[src/rtl/aes_cbc_pkcs7_pad.sv]
// rtl/aes_cbc_pkcs7_pad.sv - AXI-Stream PKCS#7 padding front end for aes256_cbc_comb
module aes_cbc_pkcs7_pad #(
  parameter int AXIS_WIDTH = 64
) (
  input  logic                    Clk,
  input  logic                    Rst,
  input  logic [AXIS_WIDTH-1:0]   S_axis_tdata,
  input  logic [AXIS_WIDTH/8-1:0] S_axis_tkeep,
  input  logic                    S_axis_tvalid,
  output logic                    S_axis_tready,
  input  logic                    S_axis_tlast,
  input  logic                    S_axis_tuser,
  output logic [AXIS_WIDTH-1:0]   M_axis_tdata,
  output logic [AXIS_WIDTH/8-1:0] M_axis_tkeep,
  output logic                    M_axis_tvalid,
  input  logic                    M_axis_tready,
  output logic                    M_axis_tlast,
  output logic                    M_axis_tuser,
  output logic                    Align_err
);

  localparam int BYTES     = AXIS_WIDTH / 8;
  localparam int HDR_WORDS = 384 / AXIS_WIDTH;
  localparam int HCW       = $clog2(HDR_WORDS);
  localparam logic [4:0]     BYTES5   = 5'(BYTES);
  localparam logic [HCW-1:0] HDR_LAST = HCW'(HDR_WORDS - 1);

  typedef enum logic [1:0] {ST_HDR, ST_PAY, ST_PAD} state_t;

  state_t         state, state_nxt;
  logic [HCW-1:0] hdr_cnt, hdr_cnt_nxt;
  logic [3:0]     byte_cnt, byte_cnt_nxt;
  logic [4:0]     pad_val, pad_val_nxt;
  logic           mode, mode_nxt;

  logic                  load_en, accept;
  logic [4:0]            n, sum5, full5, pad_p;
  logic                  blk_done, enc_last_done, run;
  logic                  emit, beat_last, beat_user, beat_err;
  logic [AXIS_WIDTH-1:0] beat_data;

  assign load_en       = ~M_axis_tvalid | M_axis_tready;
  assign S_axis_tready = ~Rst & load_en & (state != ST_PAD);
  assign accept        = S_axis_tvalid & S_axis_tready;

  // n = run length of valid lanes starting at lane 0; lanes above the first hole are ignored
  always_comb begin
    n   = '0;
    run = 1'b1;
    for (int i = 0; i < BYTES; i++) begin
      if (run && S_axis_tkeep[i]) n = n + 5'd1;
      else                        run = 1'b0;
    end
  end

  assign sum5     = {1'b0, byte_cnt} + n;
  assign pad_p    = 5'd16 - {1'b0, sum5[3:0]};
  assign full5    = {1'b0, byte_cnt} + BYTES5;
  assign blk_done = (full5[3:0] == 4'd0);
  // a beat with n==0 carries the start of a fresh pad block, so it may close that block itself
  assign enc_last_done = blk_done & ((pad_p != 5'd16) | (n == 5'd0));

  always_ff @(posedge Clk or posedge Rst) begin
    if (Rst) begin
      state    <= ST_HDR;
      hdr_cnt  <= '0;
      byte_cnt <= '0;
      pad_val  <= '0;
      mode     <= 1'b0;
    end else begin
      state    <= state_nxt;
      hdr_cnt  <= hdr_cnt_nxt;
      byte_cnt <= byte_cnt_nxt;
      pad_val  <= pad_val_nxt;
      mode     <= mode_nxt;
    end
  end

  always_comb begin
    state_nxt    = state;
    hdr_cnt_nxt  = hdr_cnt;
    byte_cnt_nxt = byte_cnt;
    pad_val_nxt  = pad_val;
    mode_nxt     = mode;
    case (state)
      ST_HDR: if (accept) begin
        if (hdr_cnt == '0) mode_nxt = S_axis_tuser;
        if (hdr_cnt == HDR_LAST) begin
          hdr_cnt_nxt  = '0;
          byte_cnt_nxt = '0;
          state_nxt    = ST_PAY;
        end else begin
          hdr_cnt_nxt = hdr_cnt + 1'b1;
        end
      end
      ST_PAY: if (accept) begin
        byte_cnt_nxt = full5[3:0];
        if (S_axis_tlast) begin
          if (!mode || enc_last_done) begin
            state_nxt = ST_HDR;
          end else begin
            state_nxt   = ST_PAD;
            pad_val_nxt = pad_p;
          end
        end
      end
      ST_PAD: if (load_en) begin
        byte_cnt_nxt = full5[3:0];
        if (blk_done) state_nxt = ST_HDR;
      end
      default: state_nxt = ST_HDR;
    endcase
  end

  always_comb begin
    emit      = 1'b0;
    beat_data = S_axis_tdata;
    beat_last = 1'b0;
    beat_user = mode;
    beat_err  = 1'b0;
    case (state)
      ST_HDR: begin
        emit      = accept;
        beat_user = (hdr_cnt == '0) ? S_axis_tuser : mode;
      end
      ST_PAY: begin
        emit      = accept;
        beat_last = S_axis_tlast;
        if (S_axis_tlast) begin
          if (mode) begin
            for (int i = 0; i < BYTES; i++)
              if (5'(i) >= n) beat_data[8*i +: 8] = {3'b000, pad_p};
            beat_last = enc_last_done;
          end else begin
            beat_err = (sum5[3:0] != 4'd0) | (n != BYTES5);
          end
        end
      end
      ST_PAD: begin
        emit      = load_en;
        beat_data = {BYTES{3'b000, pad_val}};
        beat_last = blk_done;
      end
      default: emit = 1'b0;
    endcase
  end

  always_ff @(posedge Clk or posedge Rst) begin
    if (Rst) begin
      M_axis_tvalid <= 1'b0;
      M_axis_tdata  <= '0;
      M_axis_tkeep  <= '0;
      M_axis_tlast  <= 1'b0;
      M_axis_tuser  <= 1'b0;
      Align_err     <= 1'b0;
    end else begin
      Align_err <= emit & beat_err;
      if (load_en) begin
        M_axis_tvalid <= emit;
        if (emit) begin
          M_axis_tdata <= beat_data;
          M_axis_tkeep <= '1;
          M_axis_tlast <= beat_last;
          M_axis_tuser <= beat_user;
        end
      end
    end
  end

endmodule

[config.mk]
export PLATFORM = sky130hd
export DESIGN_NAME = aes_cbc_pkcs7_pad
export DESIGN_NICKNAME = d
export VERILOG_FILES = /design/src/rtl/aes_cbc_pkcs7_pad.sv
export SDC_FILE = /design/constraint.sdc
export NUM_CORES = 1
export LEC_CHECK = 0
export BUFFER_PORTS_ARGS = -buffer_cell sky130_fd_sc_hd__buf_2
export CORE_ASPECT_RATIO = 1.1
export CORE_MARGIN = 8
export CORE_UTILIZATION = 30
export DETAILED_ROUTE_END_ITERATION = 7
export HOLD_SLACK_MARGIN = 0.06
export PLACE_DENSITY = 0.55
export RECOVER_POWER = 25
export SLEW_MARGIN = 20
export SYNTH_ARGS = -nofsm -noshare
export SYNTH_HDL_FRONTEND = slang
export SYNTH_SLANG_ARGS = --single-unit
[constraint.sdc]
create_clock -name Clk -period 7.63 [get_ports Clk]
set_clock_uncertainty 0.15 [all_clocks]
set_input_delay 0.763 -clock Clk [delete_from_list [all_inputs] [get_ports Clk]]
set_output_delay 0.763 -clock Clk [all_outputs]
set_load 0.02 [all_outputs]
# After elaboration in Yosys (flattened, before gate mapping)
# Index checks and enable logic that the tools add are counted.
# totals
register_bits	84
elab_cells	123
in_bits	78
out_inout_bits	77
# classes
reduce_logical	21
eq_ne	12
magnitude_cmp	8
mux	49
n_addsub	11
bitwise_logic	11
# ops
cell	n
64-bit 2-to-1 mux	2
64-bit case mux with 2 select lines	1
8-bit 2-to-1 mux	8
5-bit by 1-bit adder with 5-bit output, second input constant	6
5-bit 2-to-1 mux	6
3-bit by 5-bit greater-or-equal comparator with 1-bit output, first input constant	4
2-bit 2-to-1 mux	8
4-bit 2-to-1 mux	4
1-bit 2-to-1 mux	15
2-bit inequality test, second input constant	7
4-bit case mux with 3 select lines	1
1-bit by 5-bit greater-or-equal comparator with 1-bit output, first input constant	2
2-bit by 5-bit greater-or-equal comparator with 1-bit output, first input constant	2
1-bit logical AND	7
2-bit case mux with 3 select lines	1
6-bit AND reduction	1
1-bit bitwise AND	5
5-bit logical NOT	1
5-bit by 4-bit inequality test with 1-bit output, second input constant	1
5-bit inequality test, second input constant	1
5-bit AND reduction	1
5-bit by 4-bit subtractor with 5-bit output, first input constant	1
4-bit adder	1
4-bit adder, second input constant	1
19 further kinds	25

# Longest topological paths before layout
# logic_depth
depth_word	25
ltp_mapped	20
depth_no_buf	19

# Worst setup path before layout
# Ideal clock, no wire load.
# synth_timing
path_kind	input to register
from	in S_axis_tkeep[1]
to	reg pad_val[2]
setup_ps	125
cell_stages	18
setup_slack_ps	2829
arrival_ps	4526
required_ps	7355
n_path_buf	0
path_cell_list	inv_1 > o21ai_0 > inv_1 > ha_1 > a21oi_1 > nor2_1 > ha_1 > mux2_2 > ha_1 > or3b_2 > o21ai_2 > inv_1 > ha_1 > nor2_1 > and3_1 > a32oi_4 > nor2_1 > mux2_2
# synth_via
elab_chain_cells	22
word_cells_on_any_way	35
classes_between	add/sub: 8; eq/ne: 1; mux: 13; bitwise: 3; reduce/logical: 10
# synth_lines
item	line_no	rtl
start, declared	8	input logic [AXIS_WIDTH/8-1:0] S_axis_tkeep,
1-bit logical AND *	51	if (run && S_axis_tkeep[i]) n = n + 5'd1;
2-bit 2-to-1 mux / 1-bit 2-to-1 mux (equally long branches)	51	
5-bit by 1-bit adder with 5-bit output / 1-bit logical AND (equally long branches)	51	
5-bit 2-to-1 mux / 1-bit 2-to-1 mux (equally long branches)	51	
5-bit by 1-bit adder with 5-bit output / 1-bit logical AND (equally long branches)	51	
5-bit 2-to-1 mux / 1-bit 2-to-1 mux (equally long branches)	51	
5-bit by 1-bit adder with 5-bit output / 1-bit logical AND (equally long branches)	51	
5-bit 2-to-1 mux / 1-bit 2-to-1 mux (equally long branches)	51	
[... 6 more ...]	-	
4-bit adder	56	assign sum5 = {1'b0, byte_cnt} + n;
5-bit by 4-bit subtractor with 5-bit output	57	assign pad_p = 5'd16 - {1'b0, sum5[3:0]};
5-bit inequality test	61	assign enc_last_done = blk_done & ((pad_p != 5'd16) | (n == 5'd0));
1-bit bitwise OR	61	
1-bit bitwise AND	61	
1-bit logical OR	99	if (!mode || enc_last_done) begin
1-bit NOT (no line)	-	
4-bit AND reduction (no line)	-	
end signal, assigned	74	pad_val <= pad_val_nxt;
end, declared	33	logic [4:0] pad_val, pad_val_nxt;
# Every way passes the cells marked *; elsewhere a longest branch is shown, timed or not.
# A chain may end at the register's enable or synchronous reset.

# Worst setup path after layout
# layout_timing
from	in S_axis_tkeep[1]
to	reg M_axis_tdata[0]
# layout_via
elab_chain_cells	20
word_cells_on_any_way	33
classes_between	add/sub: 8; order compare: 1; mux: 17; reduce/logical: 7
# layout_lines
item	line_no	rtl
1-bit logical AND *	51	
2-bit 2-to-1 mux / 1-bit 2-to-1 mux (equally long branches)	51	
5-bit by 1-bit adder with 5-bit output / 1-bit logical AND (equally long branches)	51	
5-bit 2-to-1 mux / 1-bit 2-to-1 mux (equally long branches)	51	
5-bit by 1-bit adder with 5-bit output / 1-bit logical AND (equally long branches)	51	
5-bit 2-to-1 mux / 1-bit 2-to-1 mux (equally long branches)	51	
5-bit by 1-bit adder with 5-bit output / 1-bit logical AND (equally long branches)	51	
5-bit 2-to-1 mux / 1-bit 2-to-1 mux (equally long branches)	51	
[... 4 more ...]	-	
5-bit by 1-bit adder with 5-bit output / 1-bit logical AND (equally long branches)	51	
5-bit 2-to-1 mux *	51	
4-bit adder	56	
5-bit by 4-bit subtractor with 5-bit output	57	
8-bit 2-to-1 mux *	132	if (5'(i) >= n) beat_data[8*i +: 8] = {3'b000, pad_p};
64-bit 2-to-1 mux *	130	if (mode) begin
64-bit 2-to-1 mux *	129	if (S_axis_tlast) begin
64-bit case mux with 2 select lines *	121	case (state)
end signal, assigned	161	M_axis_tdata <= beat_data;
end, declared	13	output logic [AXIS_WIDTH-1:0] M_axis_tdata,
# Marked as above.

==> flow_metrics.env <==
export IMPL_status="completed"
export IMPL_wl_um=17400
export IMPL_floorplan_initialDensity_pct=30.7
export IMPL_hold_start="M_axis_tdata[62]$_DFFE_PP0P_"
export IMPL_top_level_ports=155
export IMPL_grt_pass1_vias=4911
export IMPL_cts_buffers=9
export IMPL_leakagePower_nw=2.74
export IMPL_peakVddDrop_v=0.000171
export IMPL_synth_fp_nets=685
export IMPL_cts_root_buf="clkbuf_16"
export IMPL_grt_max_degree=62
export IMPL_cp_arrival_ns=5.37
export IMPL_path_class="primary input to register"
export IMPL_finalHoldViolCount=0
export IMPL_areaGrowthSynthToFinish_pct=22.6
export IMPL_drcViolationCount=0
export IMPL_rr_startpoint="state[0]$_DFFE_PP0P_"
export IMPL_cts_setup_buffers=0
export IMPL_maxSlewViolCount=0
export IMPL_synth_distinct_cells=76
export IMPL_r2r_slack_ns=4.14
export IMPL_cts_hold_buf=0
export IMPL_drv_cap=0
export IMPL_core_area_mm2=0.0164
export IMPL_postRouteAntennaNets=0
export IMPL_crit_fanout=15
export IMPL_yosysTopAreaCell="dfrtp_1"
export IMPL_cts_tree="yes"
export IMPL_antenna_found_initial=0
export IMPL_setup_viol=0
export IMPL_synthArstFlopShare_pct=100
export IMPL_postSynthAreaPerCell_um2=8.46
export IMPL_endpoint="M_axis_tdata[0]$_DFFE_PP0P_"
export IMPL_tns_ns=0
export IMPL_gr_total_overflow=0
export IMPL_synth_flop_cell="dfrtp_1"
export IMPL_clock_sink_count=81
export IMPL_synth_edff_count=0
export IMPL_synthesis_area_mm2=0.00502
export IMPL_synth_most_common_cell="nand2_1"
export IMPL_diodes=0
export IMPL_crit_path_start_kind="primary input"
export IMPL_dp_hpwl_um=12700
export IMPL_cts_resized=0
export IMPL_cts_clk_slew_worst_paths_ns=0.06
export IMPL_die_h_um=152
export IMPL_clk_path_buf_depth=2
export IMPL_ctsHtreeMaxLevel=3
export IMPL_worstMarginPinSlew_ns=1.12
export IMPL_synth_area_leaders="dfrtp_1 (40%), a21oi_1 (7.2%), nand2_1 (7.2%)"
export IMPL_rsz0062_at_grt="no"
export IMPL_final_util_pct=37.6
export IMPL_insertion_delay_ns=0.35
export IMPL_synth_seq_area_share_pct=40.3
export IMPL_worstSetupEndpointType="register"
export IMPL_nNetsFinal=815
export IMPL_max_freq_mhz=190
export IMPL_synth_common_cells="nand2_1 (96), dfrtp_1 (81), a21oi_1 (72)"
export IMPL_power_density_mw_per_mm2=443
export IMPL_place_congestion=0.825
export IMPL_yosys_warnings=0
export IMPL_crit_path_start="S_axis_tkeep[1]"
export IMPL_timing_slew_headroom_pct=25.2
export IMPL_port_buffers=154
export IMPL_wl_per_cell_um=18.7
export IMPL_drtIter0Drc=431
export IMPL_grt_usage_pct=16.1
export IMPL_worstHoldPathType="register to register"
export IMPL_drive_gt1_share_pct=24.8
export IMPL_firstDrtPassIters=5
export IMPL_synth_seq_cells=81
export IMPL_dieArea_mm2=0.0211
export IMPL_r2r_end="M_axis_tdata[43]$_DFFE_PP0P_"
export IMPL_min_period_ns=5.27
export IMPL_synth_top_area_share_pct=40.3
export IMPL_num_vias=4917
export IMPL_via_per_inst=5.27
export IMPL_r2r_cells=9
export IMPL_finalCritPeriodShare_pct=69.1
export IMPL_grt_pass1_wl_um=27100
export IMPL_syn_inst=594
export IMPL_num_rows=49
export IMPL_die_w_um=139
export IMPL_required_ns=7.73
how the worst min path moves through the flow:
stage / end / depth (start not counted) / slack [ns]
6_report: M_axis_tdata[62]$_DFFE_PP0P_ / 2 / 0.31
5_1_grt: M_axis_tdata[13]$_DFFE_PP0P_ / 2 / 0.35
4_1_cts: M_axis_tdata[10]$_DFFE_PP0P_ / 2 / 0.27
3_5_place_dp: M_axis_tdata[62]$_DFFE_PP0P_ / 2 / 0.30
3_3_place_gp: M_axis_tdata[62]$_DFFE_PP0P_ / 2 / 0.30
2_1_floorplan: pad_val[4]$_DFFE_PP0P_ / 2 / 0.33
registers in the layout, indices dropped and copies added, names as in the netlist, 2 cells and up:
name          count
M_axis_tdata     64
state             2
hdr_cnt           3
pad_val           5
placed cells by master, fill, tap and decap left out, types with 11 or more instances in the layout:
cell and instances:
dfrtp_1 81, o31ai_1 11, a21oi_1 70, buf_2 116
ha_1 13, nand2_1 96, inv_1 16, nand3_1 11
clkbuf_1 39, o21ai_0 55, nor3_1 22, nor2_1 40
metrics by stage:
step	setup WS, ns	std cells	cell area [µm²]	hold WS (ns)	power, mW
finish	2.36	933	6160	0.314	2.73
global route	1.88	933	6160	0.350	2.95
CTS	2.39	933	6200	0.266	2.77
detailed placement	2.06	917	5910	0.302	2.32
global placement	2.25	917	5910	0.296	2.31
floorplan	2.83	594	5020	0.326	1.82
cells by family (layout without fill, tap and decap cells):
group                    count (synthesis)  after routing  share of synthesized area [%]
AO/OA/AOI/OAI                          208            208                           26.8
XOR/XNOR                                 6              6                           1.49
adder cells (fa/ha/maj)                 13             13                           3.24
buffers and inverters                   60            195                           5.40
flip-flops                              81             81                           40.3
multiplexers                            13             13                           2.86
other                                    1              1                         0.0746
AND/OR/NAND/NOR                        212            212                           19.8
critical path: stages:
cell	delay, ns
buf_2	0.11
inv_1	0.05
o21ai_0	0.29
inv_1	0.08
ha_1	0.29
a21oi_1	0.12
nor2_1	0.07
nand2_1	0.06
o21ai_0	0.12
ha_1	0.33
and3_1	0.17
or4b_4	0.48
a21oi_2	0.20
mux2i_2	0.87
nand2_1	0.49
o41ai_1	0.52
a21oi_1	0.14
o31ai_1	0.20
report_power, final:
| part | switching, mW | leakage, nW | internal, mW | total (mW) |
|---|---|---|---|---|
| Sequential | 0.111 | 1.00 | 0.631 | 0.742 |
| Combinational | 1.07 | 1.61 | 0.475 | 1.55 |
| Clock | 0.185 | 0.135 | 0.254 | 0.439 |
layout make-up:
| cell class | instances | area (µm²) |
|---|---|---|
| Multi-Input combinational cell | 453 | 2740 |
| Fill cell | 1761 | 10200 |
| Tap cell | 204 | 255 |
| Clock buffer | 10 | 229 |
| Inverter | 19 | 72.6 |
| Timing Repair Buffer | 160 | 768 |
| Sequential cell | 81 | 2030 |
| Clock inverter | 6 | 66.3 |
metal layers:
| metal | track usage [%] | vias to the layer above | share of wire, % | wire length, µm |
|---|---|---|---|---|
| met5 | 0 | - | 0 | 0 |
| met4 | 5.11 | 0 | 1.5 | 254 |
| met1 | 19.8 | 2340 | 43 | 7520 |
| met3 | 3.82 | 16 | 7.0 | 1230 |
| met2 | 27.5 | 161 | 48 | 8430 |
| li1 | - | 2400 | - | - |
Note: power is estimated with default switching activity, not from simulation.
